$ cat config.mk
export PLATFORM = sky130hd
export DESIGN_NAME = instruction_fetch_unit
export DESIGN_NICKNAME = d
export VERILOG_FILES = /design/src/rtl/mips_pkg.sv /design/src/rtl/if_id_register.sv /design/src/rtl/instruction_fetch_unit.sv
export SDC_FILE = /design/constraint.sdc
export NUM_CORES = 1
export LEC_CHECK = 0
export CORE_ASPECT_RATIO = 0.8
export CORE_UTILIZATION = 40
export DETAILED_ROUTE_END_ITERATION = 8
export PLACE_DENSITY = 0.78
export SLEW_MARGIN = 20
export SYNTH_ARGS = -nofsm -noshare
export SYNTH_HDL_FRONTEND = slang
export SYNTH_HIERARCHICAL = 1
export SYNTH_SLANG_ARGS = --single-unit
export TNS_END_PERCENT = 10
$ cat constraint.sdc
create_clock -name clk -period 3 [get_ports clk]
set_clock_uncertainty 0.15 [all_clocks]
set_input_delay 0.75 -clock clk [delete_from_list [all_inputs] [get_ports clk]]
set_output_delay 0.75 -clock clk [all_outputs]
set_load 0.01 [all_outputs]
$ cat src/rtl/mips_pkg.sv
// rtl/mips_pkg.sv - shared constants and types for the Mini-MIPS datapath
package mips_pkg;

  localparam int          INSTR_W   = 32;
  localparam logic [5:0]  OPC_HALT  = 6'b111111;
  localparam logic [31:0] NOP_INSTR = 32'h0000_0000;
  localparam logic [31:0] PC_STEP   = 32'd4;

  typedef enum logic {
    ST_RUN    = 1'b0,
    ST_HALTED = 1'b1
  } fetch_state_t;

  // Primary opcode field of a MIPS instruction word.
  function automatic logic [5:0] opcode_of(input logic [INSTR_W-1:0] instr);
    return instr[31:26];
  endfunction

endpackage

$ cat src/rtl/if_id_register.sv
// rtl/if_id_register.sv - IF/ID pipeline register with load, hold and bubble controls
module if_id_register
  import mips_pkg::*;
(
  input  logic               clk,
  input  logic               reset,
  input  logic               load,
  input  logic               bubble,
  input  logic [INSTR_W-1:0] next_instr,
  input  logic [31:0]        next_pc4,
  output logic [INSTR_W-1:0] instr,
  output logic [31:0]        pc4,
  output logic               valid
);

  // Bubble wins over load so a squashed fetch can never leak into decode;
  // with neither control asserted the register holds.
  always_ff @(posedge clk) begin
    if (reset) begin
      instr <= NOP_INSTR;
      pc4   <= 32'h0;
      valid <= 1'b0;
    end else if (bubble) begin
      instr <= NOP_INSTR;
      pc4   <= 32'h0;
      valid <= 1'b0;
    end else if (load) begin
      instr <= next_instr;
      pc4   <= next_pc4;
      valid <= 1'b1;
    end
  end

endmodule

$ cat src/rtl/instruction_fetch_unit.sv
// rtl/instruction_fetch_unit.sv - PC, fetch state machine and IF/ID feed for Mini-MIPS
module instruction_fetch_unit
  import mips_pkg::*;
#(
  parameter logic [31:0] RESET_PC    = 32'h0000_0000,
  parameter logic [5:0]  HALT_OPCODE = OPC_HALT
) (
  input  logic               clk,
  input  logic               reset,
  input  logic               stall,
  input  logic               redirect_valid,
  input  logic [31:0]        redirect_pc,
  output logic [31:0]        imem_addr,
  input  logic [INSTR_W-1:0] imem_instr,
  output logic [INSTR_W-1:0] ifid_instr,
  output logic [31:0]        ifid_pc4,
  output logic               ifid_valid,
  output logic               halted,
  output logic [31:0]        fetch_count
);

  fetch_state_t state;
  logic [31:0]  pc;
  logic [31:0]  pc_plus4;
  logic         halt_word;
  logic         ifid_load;
  logic         ifid_bubble;
  logic         unused_redirect_bits;

  assign imem_addr            = pc;
  assign pc_plus4             = pc + PC_STEP;
  assign halt_word            = (opcode_of(imem_instr) == HALT_OPCODE);
  assign unused_redirect_bits = ^redirect_pc[1:0];

  // IF/ID control: redirect squashes everything (including a halt word on the
  // wrong path), stall freezes, a halt word or the halted state inserts a bubble.
  always_comb begin
    ifid_load   = 1'b0;
    ifid_bubble = 1'b0;
    if (state == ST_HALTED) begin
      ifid_bubble = 1'b1;
    end else if (redirect_valid) begin
      ifid_bubble = 1'b1;
    end else if (!stall) begin
      if (halt_word) begin
        ifid_bubble = 1'b1;
      end else begin
        ifid_load = 1'b1;
      end
    end
  end

  // Fetch state machine owning PC, sticky halt flag and delivered-instruction count.
  always_ff @(posedge clk) begin
    if (reset) begin
      state       <= ST_RUN;
      pc          <= {RESET_PC[31:2], 2'b00};
      halted      <= 1'b0;
      fetch_count <= 32'h0;
    end else begin
      case (state)
        ST_RUN: begin
          if (redirect_valid) begin
            pc <= {redirect_pc[31:2], 2'b00};
          end else if (stall) begin
            pc <= pc;
          end else if (halt_word) begin
            state  <= ST_HALTED;
            halted <= 1'b1;
          end else begin
            pc          <= pc_plus4;
            fetch_count <= fetch_count + 32'd1;
          end
        end
        ST_HALTED: begin
          halted <= 1'b1;
        end
        default: begin
          state <= ST_RUN;
        end
      endcase
    end
  end

  if_id_register u_if_id (
    .clk        (clk),
    .reset      (reset),
    .load       (ifid_load),
    .bubble     (ifid_bubble),
    .next_instr (imem_instr),
    .next_pc4   (pc_plus4),
    .instr      (ifid_instr),
    .pc4        (ifid_pc4),
    .valid      (ifid_valid)
  );

endmodule

==> reports/results.md, run 1 <==
| Metric | This run | Unit |
|---|---|---|
| GR Util All Layers | 22.3 | % |
| Worst reg2reg setup slack | 0.46 | ns |
| Number of cells on the worst reg-to-reg path | 7 | - |
| Port buffer count | 193 | - |
| Capturing point of the worst reg2reg path | u_if_id/pc4[26] | - |
| Relative area change from synthesis to final layout | 47.0 | % |
| Number of placed I/O pins | 198 | - |
| CTS clk-pin slew, worst paths | 0.06 | ns |
| Result of the run | finished clean | - |
| Die area | 15900 | µm² |
| Post-Syn Area per Cell | 8.59 | µm² |
| Min-delay worst type | flip-flop to flip-flop | - |
| Total wire length after detailed routing | 17500 | µm |
| Power per Cell Area | 493 | nW/µm² |
| Hold buffer count at CTS | 0 | - |
| Leak Pwr | 3.20 | nW |
| Most used DFF post-synth | sky130_fd_sc_hd__dfxtp_1 | - |
| Slew of the pin with the lowest slew margin | 0.488 | ns |
| Number of CTS-inserted buffers | 17 | - |
| Post-synthesis cell type with the largest combined area | sky130_fd_sc_hd__dfxtp_1 | - |
| Met1 WL | 7940 | µm |
| Post-Place Setup Slack | -0.399 | ns |
| Global-route congestion overflow total | 0 | - |
| Synth warnings | 6 | - |
| Vias in the first global route | 5611 | - |
| Crit path time final | 2.88 | ns |
| Number of instances in the synthesized netlist | 716 | - |
| Final Hold Viols | 0 | - |
| Combined buffer and inverter count along the critical path | 2 | - |
| Launch point of the worst hold path | halted | - |
| Longest individual stage delay on the worst path | 0.60 | ns |
| TritonCTS clock tree | yes | - |
| Setup ws final | 0.118 | ns |
| Starting DRC count in detailed routing | 305 | - |
| Worst-path fanout max | 9 | - |
| Die extent in y | 113 | µm |
| Hold Path End | halted | - |
| Flop and latch count out of synthesis | 129 | - |
| Worst hold slack | 0.302 | ns |
| Number of instances on the worst hold path | 2 | - |
| Post-Syn Area | 6150 | µm² |
| Initial Util | 41.0 | % |
| Buffers from clock root to sink, at most | 2 | - |
| Skew-Pair Late Insertion Delay | 0.41 | ns |
| DR top layer | met4 | - |
| Largest net degree at the start of global routing | 66 | - |
| Dpl hpwl | 12200 | µm |
| Required time of the critical path | 3.19 | ns |
| Number of flops mapped to enable cells by yosys | 0 | - |
| Synth area leaders | sky130_fd_sc_hd__dfxtp_1 (42%), sky130_fd_sc_hd__mux2i_1 (11%), sky130_fd_sc_hd__nor2_1 (6.7%), sky130_fd_sc_hd__xnor2_1 (4.4%), sky130_fd_sc_hd__o21ai_0 (3.3%) | - |
| Number of clock sinks seen by CTS | 129 | - |
| Slew Limit Fails | 0 | - |
| FILL cells | 1342 | - |
| Core Box Area | 15000 | µm² |
| Width of the chip | 141 | µm |
| Max Clk Rate | 347 | MHz |
| Ratio of cells with drive above 1 in the final layout | 7.91 | % |
| Cells traversed along the worst timing path | clkdlybuf4s50_1 > and4_1 > a2111o_1 > or4_4 > buf_4 > or3_1 > a21oi_1 | - |
| Crit-path slowest cell | sky130_fd_sc_hd__or4_4 | - |
| Reg-to-reg critical path startpoint | imem_addr[2] | - |
| Number of different library cells in the post-synthesis netlist | 54 | - |
| Unrepaired setup endpoints after global routing | no | - |
| DR vias | 5911 | - |
| Final RePlAce weighted congestion | 0.831 | - |
| Cell family with most CP delay | simple AND/OR/NAND/NOR gates | - |
| Crit share post-route | 96.1 | % |
| Final #Nets | 981 | - |
| Number of DRC violations after detailed routing | 0 | - |
| Met3 Routed Length | 1450 | µm |
| Most common library cell in the layout ignoring fill and taps | sky130_fd_sc_hd__clkdlybuf4s50_1 | - |
| Number of antenna diodes | 0 | - |
| Number of core rows | 40 | - |
| Number of violations of the max-capacitance limit | 0 | - |
| Via density per instance | 5.32 | - |
| Finish-stage setup viols | 0 | - |
| Number of antenna violations at the first check in global routing | 0 | - |
| Fraction of registers with async set or reset after synthesis | 0 | % |
| Total met2 wirelength after detailed routing | 7790 | µm |
| Path type of the worst setup path | primary input to flip-flop | - |
| First-pass GRT wire length | 28200 | µm |
| VDD IR max | 417 | µV |
| Startpoint class of the critical path | primary input | - |
| Pre-antenna DRT Iters | 6 | - |
| Type of destination of the critical path | flip-flop | - |
| Total of cells resized after clock tree synthesis | 0 | - |
| Relative slew slack | 67.0 | % |
| Register area share after synthesis | 42.0 | % |
| Setup fix buffers added after clock tree synthesis | 0 | - |
| Buffer cell driving the clock tree root | sky130_fd_sc_hd__clkbuf_16 | - |
| Post-route ant nets | 0 | - |
| Data arrival time of the critical path | 3.08 | ns |
| Post-Route Utilization | 60.3 | % |
| Per-cell routed wire length | 15.7 | µm |
| Post-synth top area share | 42.0 | % |
| H-tree levels | 4 | - |
| Commonest cells after routing, fill and taps aside | sky130_fd_sc_hd__clkdlybuf4s50_1 (191), sky130_fd_sc_hd__dfxtp_1 (129), sky130_fd_sc_hd__nor2_1 (110) | - |
## Yosys cell counts (13+ instances only)
| master | instances |
|---|---|
| sky130_fd_sc_hd__xnor2_1 | 31 |
| sky130_fd_sc_hd__inv_1 | 14 |
| sky130_fd_sc_hd__a21oi_1 | 39 |
| sky130_fd_sc_hd__a31oi_1 | 13 |
| sky130_fd_sc_hd__dfxtp_1 | 129 |
| sky130_fd_sc_hd__nor2_1 | 110 |
| sky130_fd_sc_hd__nand4_1 | 16 |
| sky130_fd_sc_hd__or3_1 | 15 |
| sky130_fd_sc_hd__buf_6 | 13 |
| sky130_fd_sc_hd__nand2_1 | 50 |
| sky130_fd_sc_hd__o21ai_0 | 40 |
| sky130_fd_sc_hd__mux2i_1 | 66 |
| sky130_fd_sc_hd__clkbuf_1 | 35 |
| sky130_fd_sc_hd__nor3_1 | 13 |
| sky130_fd_sc_hd__nand3_1 | 22 |
## power by group
group,switching [mW],internal [mW]
Sequential,0.0535,1.76
Clock,0.745,1.41
Combinational,0.224,0.271
Total,1.02,3.44
## layout make-up
| cell class | instances | area (µm²) | area share [%] |
|---|---|---|---|
| multi-input combinational | 520 | 3240 | 35.8 |
| sequential | 129 | 2580 | 28.5 |
| timing repair buffer | 227 | 2300 | 25.4 |
| clock buffer | 23 | 498 | 5.50 |
| tap | 189 | 236 | 2.61 |
| clock inverter | 8 | 126 | 1.40 |
| inverter | 16 | 60.1 | 0.664 |
## registers in the layout (all words and copies together) (netlist names)
signal / count
fetch_count: 32
halted: 1
imem_addr: 30
state: 1
u_if_id/instr: 32
u_if_id/pc4: 32
u_if_id/valid: 1
## per-stage QoR
step	instances	area [µm²]	total power, mW	TNS (ns)
after global placement	1080	8420	2.33	-5.03
after floorplan	719	6160	2.08	0
after global routing	1112	9050	4.62	0
after CTS	1111	9040	4.50	0
final	1112	9050	4.46	0
after detailed placement	1080	8420	2.34	-5.64
## tightest hold or removal path: stages, from the launching register on
cell and delay, ns:
sky130_fd_sc_hd__dfxtp_1 0.31, sky130_fd_sc_hd__inv_1 0.05, sky130_fd_sc_hd__a21oi_1 0.05
## worst max-delay path by stage
stage / depth (start not counted) / start / endpoint
2_1_floorplan: 7 / imem_instr[29] / fetch_count[30]
3_3_place_gp: 7 / imem_instr[29] / fetch_count[30]
3_5_place_dp: 7 / imem_instr[28] / fetch_count[23]
4_1_cts: 7 / imem_instr[28] / fetch_count[28]
5_1_grt: 7 / imem_instr[30] / fetch_count[17]
6_report: 7 / imem_instr[29] / fetch_count[23]
## cell families after synthesis
kind of cell / share of synthesized area, %
compound gates: 13.6
buf+inv: 6.02
mux: 10.7
fa+ha+maj: 0.407
simple gates: 21.2
xor+xnor: 5.98
other cells: 0.0609
flops: 42.0
## layer usage
layer | vias up | GRT usage, %
li1 | 2911 | -
met5 | - | 0
met3 | 31 | 6.26
met4 | 0 | 8.62
met1 | 2744 | 28.4
met2 | 225 | 35.8
No activity file was read; power rests on OpenSTA's default activity.
==> inputs of run 2 (changes only) <==
Settings changed: ABC_AREA set to 1, PLACE_DENSITY 0.78 to 0.76.
==> run 2 against run 1 <==
Effect of this change: worst setup slack better by 0.29 ns; global-route usage up 0.50 points; first-iteration DRC count up 39%; routed wire length up 13%; sequential power up 2%; synthesized area up 12%; sequential share of layout area down 1.8 points; clock power up 6%; via count up 20%; final area up 6.6%; count of clock-buffer cells in the layout down 5; final cell count up 34%; largest cell class unchanged.
==> reports/results.md, run 2 <==
| Metric | This run | Unit |
|---|---|---|
| Relative area change from synthesis to final layout | 40.3 | % |
| Adder-cell area share of the yosys netlist | 0.364 | % |
| Post-Syn Area per Cell | 6.41 | µm² |
| Register area share after synthesis | 37.6 | % |
| Number of CTS-inserted buffers | 17 | - |
| Number of DRC violations after detailed routing | 0 | - |
| Fraction of registers with async set or reset after synthesis | 0 | % |
| Worst-path fanout max | 40 | - |
| Post-synth top area share | 37.6 | % |
| Largest net degree at the start of global routing | 70 | - |
| Post-layout power | 4.75 | mW |
| Synthesized-area fraction occupied by ao, oa, aoi and oai cells | 9.23 | % |
| Min-delay worst type | flip-flop to flip-flop | - |
| Starting DRC count in detailed routing | 425 | - |
| Hold buffer count at CTS | 0 | - |
| Port buffer count | 193 | - |
| Total placed instance area | 8990 | µm² |
| Post-layout instance count excluding filler cells | 1494 | - |
| H-tree levels | 4 | - |
| Per-cell routed wire length | 13.3 | µm |
| Data arrival time of the critical path | 2.79 | ns |
| FILL cells | 1596 | - |
| Worst reg2reg setup slack | 0.88 | ns |
| Path length in cells of the critical path | 9 | - |
| Number of placed I/O pins | 198 | - |
| Initial Util | 41.3 | % |
| Most common library cell in the layout ignoring fill and taps | sky130_fd_sc_hd__nand2_1 | - |
| Number of instances on the worst hold path | 2 | - |
| DR vias | 7122 | - |
| Unrepaired setup endpoints after global routing | no | - |
| Synth area leaders | sky130_fd_sc_hd__dfxtp_1 (38%), sky130_fd_sc_hd__nand2_1 (18%), sky130_fd_sc_hd__nor2_1 (11%), sky130_fd_sc_hd__inv_1 (6.5%), sky130_fd_sc_hd__a21oi_1 (4.0%) | - |
| Vias in the first global route | 6368 | - |
| Width of the chip | 149 | µm |
| Post-Route Utilization | 57.9 | % |
| Combined buffer and inverter count along the critical path | 2 | - |
| Top cell types by occurrence after synthesis | sky130_fd_sc_hd__nand2_1 (325), sky130_fd_sc_hd__nor2_1 (210), sky130_fd_sc_hd__dfxtp_1 (129), sky130_fd_sc_hd__inv_1 (119), sky130_fd_sc_hd__a21oi_1 (55) | - |
| Proportion of synthesized area in mux cells | 0.291 | % |
| Result of the run | finished clean | - |
| Final #Nets | 1330 | - |
| Post-synthesis cell type with the largest combined area | sky130_fd_sc_hd__dfxtp_1 | - |
| Global-route congestion overflow total | 0 | - |
| Die extent in y | 119 | µm |
| Number of violations of the max-capacitance limit | 0 | - |
| Flop and latch count out of synthesis | 129 | - |
| Required time of the critical path | 3.20 | ns |
| Startpoint of the worst setup timing path | imem_instr[30] | - |
| Summed area of non-filler cells in the final layout | 9640 | µm² |
| Crit-path slowest cell | sky130_fd_sc_hd__nor2_4 | - |
| Skew-Pair Late Insertion Delay | 0.41 | ns |
| Relative slew slack | 40.1 | % |
| Path type of the worst setup path | primary input to flip-flop | - |
| Total of cells resized after clock tree synthesis | 0 | - |
| Capturing point of the worst reg2reg path | u_if_id/pc4[6] | - |
| Worst hold slack | 0.303 | ns |
| Crit path time final | 2.59 | ns |
| CTS clk-pin slew, worst paths | 0.06 | ns |
| Most used DFF post-synth | sky130_fd_sc_hd__dfxtp_1 | - |
| Last element of the critical path | u_if_id/pc4[6] | - |
| VDD IR max | 410 | µV |
| Number of flops mapped to enable cells by yosys | 0 | - |
| Xor and xnor fraction of the mapped netlist area | 2.73 | % |
| Core Box Area | 16700 | µm² |
| Setup fix buffers added after clock tree synthesis | 0 | - |
| Final Hold Viols | 0 | - |
| Cells traversed along the worst timing path | clkdlybuf4s50_1 > nand2_1 > nor2_1 > nand3_1 > nand3_1 > nor2_4 > buf_4 > nand2_1 > nor2_1 | - |
| Dpl hpwl | 14200 | µm |
| Startpoint class of the critical path | primary input | - |
| First-pass GRT wire length | 32000 | µm |
| Pre-antenna DRT Iters | 5 | - |
| Ratio of cells with drive above 1 in the final layout | 7.07 | % |
| Post-synthesis simple-gate area fraction | 39.3 | % |
| Number of instances in the synthesized netlist | 1073 | - |
| Synth warnings | 6 | - |
| Slew Limit Fails | 0 | - |
| Via density per instance | 4.77 | - |
| Number of antenna violations at the first check in global routing | 1 | - |
| Die area | 17700 | µm² |
| Slew of the pin with the lowest slew margin | 0.896 | ns |
| Buffer cell driving the clock tree root | sky130_fd_sc_hd__clkbuf_16 | - |
| Finish-stage setup viols | 0 | - |
| Number of cells on the worst reg-to-reg path | 6 | - |
| Commonest cells after routing, fill and taps aside | sky130_fd_sc_hd__nand2_1 (325), sky130_fd_sc_hd__nor2_1 (209), sky130_fd_sc_hd__clkdlybuf4s50_1 (193) | - |
| Leak Pwr | 3.82 | nW |
| TritonCTS clock tree | yes | - |
| GR Util All Layers | 22.8 | % |
| Final RePlAce weighted congestion | 0.893 | - |
| Number of placed cells counting well taps | 1461 | - |
| Post-Syn Area | 6870 | µm² |
| Count leader, synth | sky130_fd_sc_hd__nand2_1 | - |
| Buffers from clock root to sink, at most | 2 | - |
| Power per Cell Area | 492 | nW/µm² |
| Dominant combinational cell family by area after synthesis | simple AND/OR/NAND/NOR gates | - |
| Biggest regs | fetch_count x32, u_if_id/instr x32, u_if_id/pc4 x32 | - |
| Type of destination of the critical path | flip-flop | - |
| Cell family with most CP delay | simple AND/OR/NAND/NOR gates | - |
| Number of different library cells in the post-synthesis netlist | 36 | - |
| Longest individual stage delay on the worst path | 0.72 | ns |
| Reg-to-reg critical path startpoint | state | - |
| Total wire length after detailed routing | 19800 | µm |
| Number of clock sinks seen by CTS | 129 | - |
| Crit share post-route | 86.3 | % |
| Number of core rows | 42 | - |
| Max Clk Rate | 386 | MHz |
| Post-route ant nets | 0 | - |
-- run 2: cell count changes in the layout (fill, tap and decap cells not counted), moves of 15 or more --
| cell | delta |
|---|---|
| sky130_fd_sc_hd__a21oi_1 | +16 |
| sky130_fd_sc_hd__nor2_1 | +99 |
| sky130_fd_sc_hd__inv_1 | +105 |
| sky130_fd_sc_hd__nand3_1 | +18 |
| sky130_fd_sc_hd__xnor2_1 | -28 |
| sky130_fd_sc_hd__or3_1 | -15 |
| sky130_fd_sc_hd__nand2_1 | +275 |
| sky130_fd_sc_hd__mux2i_1 | -64 |
-- run 2: stage by stage --
| step | TNS, ns | setup WS, ns |
|---|---|---|
| after floorplan | 0 | 0.762 |
| after global placement | -0.595 | -0.0418 |
| after detailed placement | -0.839 | -0.0659 |
| after CTS | 0 | 0.375 |
| after global routing | 0 | 0.141 |
| final | 0 | 0.410 |
-- run 2: worst min path at each step --
stage                  startpoint            end  slack (ns)
global placement    u_if_id/valid  u_if_id/valid        0.29
global route               halted         halted        0.32
CTS                        halted         halted        0.31
finish                     halted         halted        0.30
floorplan                  halted         halted        0.33
detailed placement         halted         halted        0.30
-- run 2: power breakdown --
part / switching [mW] / leakage, nW / internal [mW]
logic: 0.307 / 2.47 / 0.303
clock network: 0.794 / 0.304 / 1.49
registers: 0.0716 / 1.05 / 1.78
total: 1.17 / 3.82 / 3.57
-- run 2: cell type report --
class / count / area, µm² / area share, %
Antenna cell: 1 / 2.50 / 0.0259
Clock buffer: 18 / 439 / 4.55
Clock inverter: 14 / 211 / 2.19
Inverter: 124 / 468 / 4.85
Multi-Input combinational cell: 779 / 3590 / 37.2
Sequential cell: 129 / 2580 / 26.8
Tap cell: 220 / 275 / 2.85
Timing Repair Buffer: 209 / 2080 / 21.5
-- run 2: cells by family after synthesis --
logic type               count (synthesis)
AO/OA/AOI/OAI                          113
XOR/XNOR                                18
adder cells (fa/ha/maj)                  2
buffers and inverters                  168
flip-flops                             129
multiplexers                             2
other                                    1
AND/OR/NAND/NOR                        640
-- run 2: tightest hold or removal path: stages (launching register included) --
cell                      delay (ns)
sky130_fd_sc_hd__dfxtp_1        0.30
sky130_fd_sc_hd__nand2_1        0.06
sky130_fd_sc_hd__nand2_1        0.05
-- run 2: metal layers --
| layer | vias to the layer above | global-route usage, % | share of wire, % |
|---|---|---|---|
| met2 | 257 | 34.8 | 43 |
| met5 | - | 0 | 0 |
| met4 | 0 | 6.12 | 1.1 |
| met1 | 3165 | 30.9 | 47 |
| li1 | 3682 | - | - |
| met3 | 18 | 6.82 | 9.0 |
